`config.mk`:
```
export PLATFORM = sky130hd
export DESIGN_NAME = bcd_display_mux
export DESIGN_NICKNAME = d
export VERILOG_FILES = /design/src/rtl/bcd_display_mux.sv
export SDC_FILE = /design/constraint.sdc
export NUM_CORES = 1
export LEC_CHECK = 0
export CORE_ASPECT_RATIO = 0.8
export CORE_UTILIZATION = 59
export DETAILED_ROUTE_END_ITERATION = 8
export GPL_TIMING_DRIVEN = 0
export PLACE_DENSITY = 0.89
export SYNTH_ARGS = -nofsm -noshare
export SYNTH_HDL_FRONTEND = slang
export SYNTH_SLANG_ARGS = --single-unit
```
`constraint.sdc`:
```
create_clock -name clk -period 3.1 [get_ports clk]
set_input_delay 0.93 -clock clk [delete_from_list [all_inputs] [get_ports clk]]
set_output_delay 0.93 -clock clk [all_outputs]
set_load 0.01 [all_outputs]
```
`src/rtl/bcd_display_mux.sv`:
```
// Multi-digit 7-segment driver: sequential shift-add-3 binary-to-BCD conversion,
// time-multiplexed digit scan with leading-zero blanking and overflow dashes.
module bcd_display_mux #(
    parameter int NUM_DIGITS     = 4,
    parameter int BIN_WIDTH      = 14,
    parameter int SCAN_DIV       = 1000,
    parameter int BLANK_LZ       = 1,
    parameter int SEG_ACTIVE_LOW = 0,
    parameter int DIG_ACTIVE_LOW = 0
) (
    input  logic                  clk,
    input  logic                  rst,
    input  logic                  load,
    input  logic [BIN_WIDTH-1:0]  value,
    output logic                  busy,
    output logic                  overflow,
    output logic [6:0]            seg,
    output logic [NUM_DIGITS-1:0] dig
);

    localparam int BCD_W = 4 * NUM_DIGITS;
    localparam int CW    = (SCAN_DIV > 1) ? $clog2(SCAN_DIV) : 1;
    localparam int IW    = (NUM_DIGITS > 1) ? $clog2(NUM_DIGITS) : 1;
    localparam int NW    = $clog2(BIN_WIDTH + 1);

    function automatic logic [63:0] pow10(input int unsigned n);
        logic [63:0] r;
        r = 64'd1;
        for (int unsigned i = 0; i < n; i++) r = r * 64'd10;
        return r;
    endfunction

    localparam logic [63:0] LIMIT = pow10(NUM_DIGITS);

    localparam logic [6:0] SEG_ZERO  = 7'b1111110;
    localparam logic [6:0] SEG_DASH  = 7'b0000001;
    localparam logic [6:0] SEG_BLANK = 7'b0000000;

    typedef enum logic {IDLE, CONV} state_t;

    state_t               state, state_next;
    logic [BIN_WIDTH-1:0] shreg;
    logic [BCD_W-1:0]     acc, acc_adj, acc_next, disp;
    logic [NW-1:0]        iter;
    logic                 ovf_cap;
    logic                 accept, last_iter;

    logic [CW-1:0]        scan_cnt;
    logic [IW-1:0]        idx, idx_next;
    logic                 scan_wrap;
    logic [NUM_DIGITS-1:0] blank;
    logic [3:0]           cur_digit;
    logic [6:0]           seg_pat;
    logic [NUM_DIGITS-1:0] dig_pat;

    assign accept    = load && (state == IDLE);
    assign last_iter = (iter == NW'(BIN_WIDTH - 1));
    assign busy      = (state == CONV);

    always_ff @(posedge clk) begin
        if (rst) state <= IDLE;
        else     state <= state_next;
    end

    always_comb begin
        state_next = state;
        case (state)
            IDLE:    if (load) state_next = CONV;
            CONV:    if (last_iter) state_next = IDLE;
            default: state_next = IDLE;
        endcase
    end

    // One double-dabble step: correct every nibble >= 5, then shift in the next binary MSB.
    always_comb begin
        acc_adj = acc;
        for (int unsigned d = 0; d < NUM_DIGITS; d++) begin
            if (acc_adj[4*d +: 4] >= 4'd5) acc_adj[4*d +: 4] = acc_adj[4*d +: 4] + 4'd3;
        end
        acc_next = {acc_adj[BCD_W-2:0], shreg[BIN_WIDTH-1]};
    end

    always_ff @(posedge clk) begin
        if (rst) begin
            shreg    <= '0;
            acc      <= '0;
            iter     <= '0;
            ovf_cap  <= 1'b0;
            disp     <= '0;
            overflow <= 1'b0;
        end else if (accept) begin
            shreg   <= value;
            acc     <= '0;
            iter    <= '0;
            ovf_cap <= (64'(value) >= LIMIT);
        end else if (busy) begin
            shreg <= shreg << 1;
            acc   <= acc_next;
            iter  <= iter + 1'b1;
            if (last_iter) begin
                disp     <= acc_next;
                overflow <= ovf_cap;
            end
        end
    end

    assign scan_wrap = (scan_cnt == CW'(SCAN_DIV - 1));

    always_comb begin
        idx_next = idx;
        if (scan_wrap) idx_next = (idx == IW'(NUM_DIGITS - 1)) ? '0 : idx + 1'b1;
    end

    always_ff @(posedge clk) begin
        if (rst) begin
            scan_cnt <= '0;
            idx      <= '0;
        end else begin
            scan_cnt <= scan_wrap ? '0 : scan_cnt + 1'b1;
            idx      <= idx_next;
        end
    end

    // Walk from the top digit down; a digit blanks while every digit above it is zero too.
    always_comb begin
        logic zero_run;
        zero_run = 1'b1;
        blank    = '0;
        for (int unsigned k = 0; k < NUM_DIGITS; k++) begin
            zero_run = zero_run && (disp[4*(NUM_DIGITS-1-k) +: 4] == 4'd0);
            blank[NUM_DIGITS-1-k] = zero_run && (k != NUM_DIGITS - 1) && (BLANK_LZ != 0) && !overflow;
        end
    end

    assign cur_digit = disp[{idx_next, 2'b00} +: 4];

    always_comb begin
        seg_pat = SEG_BLANK;
        if (overflow) begin
            seg_pat = SEG_DASH;
        end else if (!blank[idx_next]) begin
            case (cur_digit)
                4'd0:    seg_pat = 7'b1111110;
                4'd1:    seg_pat = 7'b0110000;
                4'd2:    seg_pat = 7'b1101101;
                4'd3:    seg_pat = 7'b1111001;
                4'd4:    seg_pat = 7'b0110011;
                4'd5:    seg_pat = 7'b1011011;
                4'd6:    seg_pat = 7'b1011111;
                4'd7:    seg_pat = 7'b1110000;
                4'd8:    seg_pat = 7'b1111111;
                4'd9:    seg_pat = 7'b1111011;
                default: seg_pat = SEG_BLANK;
            endcase
        end
    end

    always_comb begin
        dig_pat           = '0;
        dig_pat[idx_next] = 1'b1;
    end

    // seg/dig are registered from idx_next so they change on the same edge as the index.
    always_ff @(posedge clk) begin
        if (rst) begin
            seg <= (SEG_ACTIVE_LOW != 0) ? ~SEG_ZERO : SEG_ZERO;
            dig <= (DIG_ACTIVE_LOW != 0) ? ~NUM_DIGITS'(1) : NUM_DIGITS'(1);
        end else begin
            seg <= (SEG_ACTIVE_LOW != 0) ? ~seg_pat : seg_pat;
            dig <= (DIG_ACTIVE_LOW != 0) ? ~dig_pat : dig_pat;
        end
    end

endmodule

```
Word-level counts from Yosys, hierarchy flattened
Memory sizes are Yosys's and may differ from the RTL's. Index checks and enable logic that the tools add are counted.

Add/subtract/negate cells: 7. Order comparisons: 7. Equal/unequal tests: 3. Shift-type cells: 1. Multiplexer cells: 17. Bitwise gates (word level): 2. Reductions and logical operators: 15.

Operator list (count): $mux W14 (2); $ge A4 B3 Y1 const B (4); $shiftx A16 B5 Y4 (1); $ge A14 B14 Y1 const B (1); $mux W7 (2); $add A4 B2 Y4 const B (3); $logic_not A4 Y1 (3); $mux W4 (3); $add A10 B1 Y10 const B (1); $eq A10 B10 Y1 const B (1); $logic_and A1 B1 Y1 (7); $add A4 B1 Y4 const B (1); $eq A4 B4 Y1 const B (1); $mux W1 (4); $mux W2 (2); $reduce_or A2 Y1 (2); $add A3 B2 Y3 const B (1); $lt A2 B3 Y1 const B (1); $mux W3 (1); $reduce_and A3 Y1 (1); $add A2 B1 Y2 const B (1); $bmux W1 S2 (1); $demux W1 S2 (1); $eq A2 B2 Y1 const B (1); other kinds (5) (6).

Register bits: 76. ROM bits: 112. Input port bits: 17. Output and inout port bits: 13. Word-level logic and storage cells: 64. Memories: 1.

Memory list: (name not given) (depth 16, bits a word 7, rd ports 1, clocked after memory_dff 0, write ports 0, RTL line 142) `case (cur_digit)`.

Depth between registers and ports, before layout
Gate-level depths: netlist of run 1.

Depth in word-level cells: 8. Gate-level depth with buffers: 12. Depth with buffers taken out: 11.

Least setup slack after synthesis of run 1
OpenSTA, ideal clock, no wires.

Path type: reg2reg. Start: register scan_cnt[0]. End: register seg[3]. Setup time: 0.059 ns. Data arrival time: 2.735 ns. Required time: 3.041 ns. Setup slack: 0.305 ns. Cell stages (with the launch flop): 12. Path buffers: 0. Clock period less this slack: 2.795 ns. Path through: dfxtp_1 -> ha_1 -> nand4b_4 -> o41a_4 -> nor2_8 -> mux2i_1 -> mux2i_1 -> inv_1 -> ha_1 -> and3_1 -> a2111oi_1 -> o31a_1.

Longest elaborated chain between the ends: 6. Elaborated cells between the ends (all ways): 8. Those cells by class: eq/ne: 1; shift: 1; mux: 5; memory: 1.

RTL lines: start: declaration (RTL line 48) `logic [CW-1:0] scan_cnt;`; start signal: assignment (RTL line 119) `scan_cnt <= scan_wrap ? '0 : scan_cnt + 1'b1;`; $eq A10 B10 Y1 (*) (RTL line 107) `assign scan_wrap = (scan_cnt == CW'(SCAN_DIV - 1));`; $mux W2 (*) (RTL line 111) `if (scan_wrap) idx_next = (idx == IW'(NUM_DIGITS - 1)) ? '0 : idx + 1'b1;`; $shiftx A16 B5 Y4 or $bmux W1 S2 (tied branches) (RTL line 135, 141); $mem_v2 Z16 W7 or $mux W1 (tied branches); $mux W7 (*) (RTL line 141) `end else if (!blank[idx_next]) begin`; $mux W7 (*) (RTL line 139) `if (overflow) begin`; end signal: assignment (RTL line 166) `seg <= (SEG_ACTIVE_LOW != 0) ? ~SEG_ZERO : SEG_ZERO;`; end signal: assignment (RTL line 169) `seg <= (SEG_ACTIVE_LOW != 0) ? ~seg_pat : seg_pat;`; end: declaration (RTL line 17) `output logic [6:0] seg,`.

Mark *: on every way between the ends. The rest lies on a longest branch, timed or not. The select of a mux whose other input is x is not followed. A chain may end at the register's enable or synchronous reset.

Worst setup path after layout of run 1
Start: register scan_cnt[0]. End: register seg[6].

The elaborated chain is that of the path after synthesis.

==> summary.md, run 1 <==
| Metric | Value |
|---|---|
| Crit path kind | flop to flop |
| Synth Cell Area | 0.004048 mm2 |
| Sequential Area | 0.001524 mm2 |
| Sw frac | 0.2381 |
| Final ANT Viol Nets | 0 |
| Post-synthesis sequential area ratio | 0.3759 |
| Worst Path Required | 3.41 ns |
| Initial DRC Count | 379 |
| Util after Layout | 0.7337 |
| Final setup fails | 0 |
| Cells after Synth | 485 |
| CP Launch Type | flop |
| Area post-placement | 0.004423 mm2 |
| Initial Util | 0.6221 |
| Final worst slack | 0.07912 ns |
| CP Buf/Inv Count | 1 |
| Combinational share of power | 0.072 |
| Layout cells sized above 1 | 0.08955 |
| Outcome | completed |
| Final Slew Violations | 0 |
| PwrDens | 440.4 mW/mm2 |
| Synth Warn # | 0 |
| Most frequent cells in the layout | dfxtp_1, nor2_1, a21oi_1, nand2_1, mux2i_1 |
| Root Buffer | clkbuf_8 |
| Max_slew headroom | 0.5308 |
| Die X | 94.61 um |
| NetSw | 500.5 uW |
| Sequential Power Share | 0.483 |
| TritonRoute pass-1 iters | 5 |
| Top delay family on crit path | compound AO/OA/AOI/OAI gates |
| GRT overflow | 0 |
| DP HPWL | 7184 um |
| Final nets | 565 |
| Design area | 0.004773 mm2 |
| Synth Net Count | 519 |
| Cts-stage hold buffer count | 0 |
| Port Buffer Count | 27 |
| Worst-path clk slew | 0.08 ns |
| Vias | 3796 |
| Hold Crit Class | flop to flop |
| Cts bufs inserted | 9 |
| Crit-path most repeated cell | mux2i_1 |
| Final period util | 0.9745 |
| N_diodes | 0 |
| Area growth, synth to finish | 17.93% |
| WL/cell | 16.36 um |
| Clk sinks | 76 |
| Vias/cell | 6.123 |
| Pleak | 1.840 nW |
| Post-synth EDFFs | 0 |
| Most used DFF post-synth | dfxtp_1 |
| FF+latch count, synth | 76 |
| Multi-input logic area | 0.002382 mm2 |
| Vias in the first global route | 3534 |
| VDD IR max | 368.4 uV |
| Crit path capture type | flop |
| First-pass GRT wire length | 16480 um |
| Die Area | 0.007198 mm2 |
| Cell Chain, Critical Path | ha_4, nand4b_4, o41a_4, nor2_8, mux2i_1, mux2i_1, inv_1, ha_1, and3_1, a2111oi_2, o31a_1 |
| Die height | 76.08 um |
| Critical Path AT | 3.33 ns |
| Total GRT Usage | 0.2941 |
| Dpl ws | -0.1988 ns |
| Int Power | 1.601 mW |
| Core region area | 0.006506 mm2 |
| CP max-delay cell | o41a_4 |
| Post-route DRC | 0 |
| Initial antenna violation count | 0 |
| CP max stage delay | 0.56 ns |
| Core Rows | 26 |
| Min Clock Period, post-route | 3.021 ns |
| H-tree lvl count | 3 |
| Maximum clock frequency | 331.0 MHz |
| Hold Fails Final Rpt | 0 |
| Worst skew pair latency | 0.37 ns |
| Crit-path max FO | 7 |
| Clock share of power | 0.444 |
| Most common cell after layout, fill and taps aside | dfxtp_1 |
| Async set-reset flop share out of synthesis | 0 |
| Max_cap viols | 0 |
| TritonCTS clock tree | done |
| Pin count of the biggest net entering global routing | 15 |
| Filler cells | 495 |
| Ports | 30 |
| Placer Congestion | 0.9262 |
| Skew final | 0.01176 ns |
| Slew at the pin with the worst max-slew slack | 0.6984 ns |
| R2r setup slk | 0.08 ns |
| Clk buf depth | 2 |
| Drt total wl | 10140 um |
| Post-Syn Area per Cell | 8.346 um2 |
| Synth unique cells | 53 |
==> worst reg2reg max path, stage by stage (launching register included) <==
cell,delay (ns)
dfxtp_2,0.38
ha_4,0.18
nand4b_4,0.17
o41a_4,0.56
nor2_8,0.20
mux2i_1,0.12
mux2i_1,0.30
inv_1,0.14
ha_1,0.22
and3_1,0.19
a2111oi_2,0.36
o31a_1,0.16
==> cells in the mapped netlist, types with 2 or more instances <==
cell type | count | area [um2]
ha_1 | 17 | 212.7
and3_1 | 2 | 12.51
nand2_1 | 45 | 168.9
xor2_1 | 5 | 43.79
mux2i_1 | 34 | 340.3
a21oi_1 | 49 | 245.2
a211oi_1 | 12 | 90.09
clkbuf_1 | 19 | 71.32
nor3b_1 | 4 | 30.03
o21ai_0 | 16 | 80.08
a32oi_1 | 4 | 35.03
nor2_1 | 69 | 259.0
and4_1 | 2 | 17.52
xnor2_1 | 9 | 78.83
a221oi_1 | 3 | 26.28
buf_2 | 3 | 15.01
buf_1 | 3 | 11.26
nor2b_1 | 13 | 81.33
a221o_1 | 2 | 20.02
o31a_1 | 2 | 17.52
mux2i_2 | 2 | 27.53
nand4_1 | 5 | 31.28
dfxtp_1 | 76 | 1521
inv_1 | 21 | 78.83
nor3_1 | 12 | 60.06
nand2b_1 | 9 | 56.30
nor4_1 | 7 | 43.79
nand3_1 | 10 | 50.05
o31ai_1 | 4 | 30.03
or2_2 | 3 | 18.77
==> path summary, 6_finish.rpt <==
path / start / to / depth (start not counted)
hold / removal: scan_cnt[0] / scan_cnt[0] / 1
setup / recovery: scan_cnt[0] / seg[6] / 11
setup reg to reg: scan_cnt[0] / seg[6] / 11
hold reg to reg: scan_cnt[0] / scan_cnt[0] / 1
==> state kept, by name (all words and copies together) (netlist names) <==
| signal | cells |
|---|---|
| scan_cnt | 10 |
| overflow | 1 |
| acc | 16 |
| iter | 4 |
| disp | 16 |
| busy | 1 |
| dig | 4 |
| ovf_cap | 1 |
| shreg | 14 |
| seg | 7 |
| idx | 2 |
==> final cells by class <==
| type | instances | share of cell area |
|---|---|---|
| plain buffers | 25 | 0.02045 |
| clock buffers | 9 | 0.02595 |
| clock inverters | 7 | 0.02595 |
| inverters | 22 | 0.01809 |
| multi-input cells | 362 | 0.4991 |
| flip-flops and latches | 76 | 0.3193 |
| well taps | 84 | 0.02202 |
| repair buffers | 35 | 0.06920 |
==> kinds of logic (layout without fill, tap and decap cells) <==
group | count (synthesis) | after routing | synth area share
multiplexers | 36 | 36 | 0.09088
XOR/XNOR | 14 | 14 | 0.03029
adder cells (fa/ha/maj) | 17 | 17 | 0.05255
AO/OA/AOI/OAI | 105 | 105 | 0.1706
flip-flops | 76 | 76 | 0.3759
AND/OR/NAND/NOR | 190 | 190 | 0.2352
buffers and inverters | 47 | 98 | 0.04451
==> metrics by stage <==
| stage | instances | total power [mW] | setup TNS (ns) | hold slack [ns] |
|---|---|---|---|---|
| CTS | 615 | 2.108 | 0 | 0.4743 |
| detailed placement | 596 | 1.184 | -0.2974 | 0.4529 |
| global route | 620 | 2.168 | -0.1005 | 0.4956 |
| floorplan | 485 | 1.131 | 0 | 0.4303 |
| global placement | 596 | 1.177 | -0.06762 | 0.4432 |
| finish | 620 | 2.102 | 0 | 0.4713 |
==> routing by layer <==
metal | vias up | GRT usage | share of wire | wire length, um
met3 | 33 | 0.08184 | 0.080 | 809
met2 | 178 | 0.4576 | 0.47 | 4812
met5 | - | 0 | 0 | 0
met1 | 1785 | 0.3716 | 0.42 | 4250
li1 | 1800 | - | - | -
met4 | 0 | 0.1439 | 0.027 | 269
==> timing repair <==
item,in CTS,in global routing
setup endpoints to repair,2,4
pin swaps,1,2
resized for setup,4,6
buffers inserted,3,5
==> power groups by stage <==
stage	clock [mW]	sequential [mW]	combinational, mW
after floorplan	0	1.03	0.0981
after global placement	0	1.04	0.142
after detailed placement	0	1.04	0.147
after CTS	0.945	1.01	0.149
after global routing	0.981	1.02	0.168
final	0.934	1.02	0.152
Power figures use the tool's default switching activity.
==> run 2, diff against run 1 <==
--- a/config.mk
+++ b/config.mk
@@ -5,11 +5,13 @@
 export SDC_FILE = /design/constraint.sdc
 export NUM_CORES = 1
 export LEC_CHECK = 0
+export CELL_PAD_IN_SITES_DETAIL_PLACEMENT = 0
+export CELL_PAD_IN_SITES_GLOBAL_PLACEMENT = 1
 export CORE_ASPECT_RATIO = 0.8
-export CORE_UTILIZATION = 59
+export CORE_UTILIZATION = 48
 export DETAILED_ROUTE_END_ITERATION = 8
 export GPL_TIMING_DRIVEN = 0
-export PLACE_DENSITY = 0.89
+export PLACE_DENSITY = 0.94
 export SYNTH_ARGS = -nofsm -noshare
 export SYNTH_HDL_FRONTEND = slang
 export SYNTH_SLANG_ARGS = --single-unit
==> constraint.sdc (replaced) <==
create_clock -name clk -period 3.6 [get_ports clk]
set_input_delay 1.08 -clock clk [delete_from_list [all_inputs] [get_ports clk]]
set_output_delay 1.08 -clock clk [all_outputs]
set_load 0.01 [all_outputs]
==> run 2 against run 1 <==
Worst hold slack got worse by 0.0043 ns. Global-route usage fell by 6.7 points. First-iteration DRC count fell by 45%. Largest cell class unchanged.
==> summary.md, run 2 (synthesis results as in run 1) <==
| Metric | Value |
|---|---|
| Outcome | completed |
| Crit path capture type | flop |
| Clock share of power | 0.382 |
| Final period util | 0.8933 |
| PwrDens | 350.1 mW/mm2 |
| Clk sinks | 76 |
| Final ANT Viol Nets | 0 |
| VDD IR max | 188.8 uV |
| First-pass GRT wire length | 16040 um |
| Die X | 104.7 um |
| Worst Path Required | 3.89 ns |
| Multi-input logic area | 0.002346 mm2 |
| Vias/cell | 5.662 |
| Vias | 3590 |
| Skew final | 0.01250 ns |
| Most common cell after layout, fill and taps aside | dfxtp_1 |
| Initial Util | 0.5025 |
| WHS Path Cells | 2 |
| Area post-placement | 0.004453 mm2 |
| Filler cells | 758 |
| Drt total wl | 9507 um |
| Largest regs | acc: 16 flops, disp: 16 flops, shreg: 14 flops |
| Tot Pwr | 1.622 mW |
| Max_cap viols | 0 |
| Root Buffer | clkbuf_8 |
| Cts-stage hold buffer count | 0 |
| Min Clock Period, post-route | 3.216 ns |
| Util after Layout | 0.5750 |
| Setup crit start | scan_cnt[0] |
| Worst skew pair latency | 0.35 ns |
| Initial DRC Count | 207 |
| Placer Congestion | 0.9074 |
| Post-CTS sizing | 0 |
| Sw frac | 0.2461 |
| Int Power | 1.223 mW |
| Die Area | 0.008806 mm2 |
| Post-route DRC | 0 |
| Setup bufs post-CTS | 0 |
| NetSw | 399.0 uW |
| RSZ-0062 raised after global routing | false |
| Crit path kind | flop to flop |
| GRT overflow | 0 |
| Hold Fails Final Rpt | 0 |
| Core region area | 0.008055 mm2 |
| Maximum clock frequency | 310.9 MHz |
| Sequential Area | 0.001521 mm2 |
| Port Buffer Count | 27 |
| Hold slack final | 0.4671 ns |
| Area growth, synth to finish | 14.44% |
| Total GRT Usage | 0.2272 |
| H-tree lvl count | 3 |
| Hold_sp | ovf_cap |
| Worst-path clk slew | 0.07 ns |
| Launching point of the worst reg2reg path | scan_cnt[0] |
| Hold Crit Class | flop to flop |
| Cts bufs inserted | 9 |
| TritonCTS clock tree | done |
| DP HPWL | 7066 um |
| Combinational share of power | 0.079 |
| Slew at the pin with the worst max-slew slack | 0.7020 ns |
| Setup TNS | 0 ns |
| Vias in the first global route | 3353 |
| Final nets | 557 |
| Max_slew headroom | 0.5320 |
| Final Slew Violations | 0 |
| Core Rows | 29 |
| Most frequent cells in the layout | dfxtp_1, nor2_1, a21oi_1, nand2_1, mux2i_1 |
| TritonRoute pass-1 iters | 4 |
| Clk buf depth | 2 |
| Crit-path max FO | 9 |
| Final setup fails | 0 |
| N_diodes | 0 |
| Sequential Power Share | 0.539 |
| Critical Path AT | 3.50 ns |
| Die height | 84.14 um |
| Ports | 30 |
| Pin count of the biggest net entering global routing | 13 |
| WL/cell | 15.00 um |
| CP Launch Type | flop |
| R2r worst-path depth | 11 |
| Design area | 0.004632 mm2 |
| Initial antenna violation count | 0 |
| Pleak | 1.766 nW |
| Layout cells sized above 1 | 0.05894 |
[run 2: critical path: stages (launching register included)]
cell and delay (ns):
dfxtp_1 0.37, ha_1 0.30, nand4b_4 0.24, nor4_4 0.60, nor2_8 0.14, mux2i_1 0.17, mux2i_1 0.26, inv_1 0.13
ha_1 0.21, and3_1 0.16, a2111oi_1 0.41, o31a_1 0.18
[run 2: path summary, 6_finish.rpt]
kind             end  slack [ns]
max           seg[3]        0.38
min          ovf_cap        0.47
max reg2reg   seg[3]        0.38
min reg2reg  ovf_cap        0.47
[run 2: cell type report]
type | count | area share
tap | 108 | 0.02917
timing repair buffer | 27 | 0.05835
clock buffer | 9 | 0.02674
clock inverter | 5 | 0.01189
inverter | 22 | 0.01783
buffer | 25 | 0.02107
multi-input combinational | 362 | 0.5065
sequential | 76 | 0.3285
[run 2: per-layer routing]
metal	vias up	share of wire	global-route usage
li1	1775	-	-
met3	22	0.044	0.04969
met2	107	0.44	0.3534
met4	0	0.018	0.07042
met5	-	0	0
met1	1686	0.50	0.3153
[run 2: power by group through the flow]
stage / clock network [mW] / logic [mW] / registers (mW)
5_1_grt: 0.665 / 0.144 / 0.876
3_5_place_dp: 0 / 0.128 / 0.893
4_1_cts: 0.627 / 0.129 / 0.873
2_1_floorplan: 0 / 0.0845 / 0.889
3_3_place_gp: 0 / 0.125 / 0.892
6_report: 0.620 / 0.128 / 0.873
[run 2: metrics by stage]
step                      setup slack [ns]  instances
after CTS                           0.3636        634
after floorplan                     0.8054        485
after global placement              0.3843        620
final                               0.3840        634
after global routing               0.08409        634
after detailed placement            0.4023        620
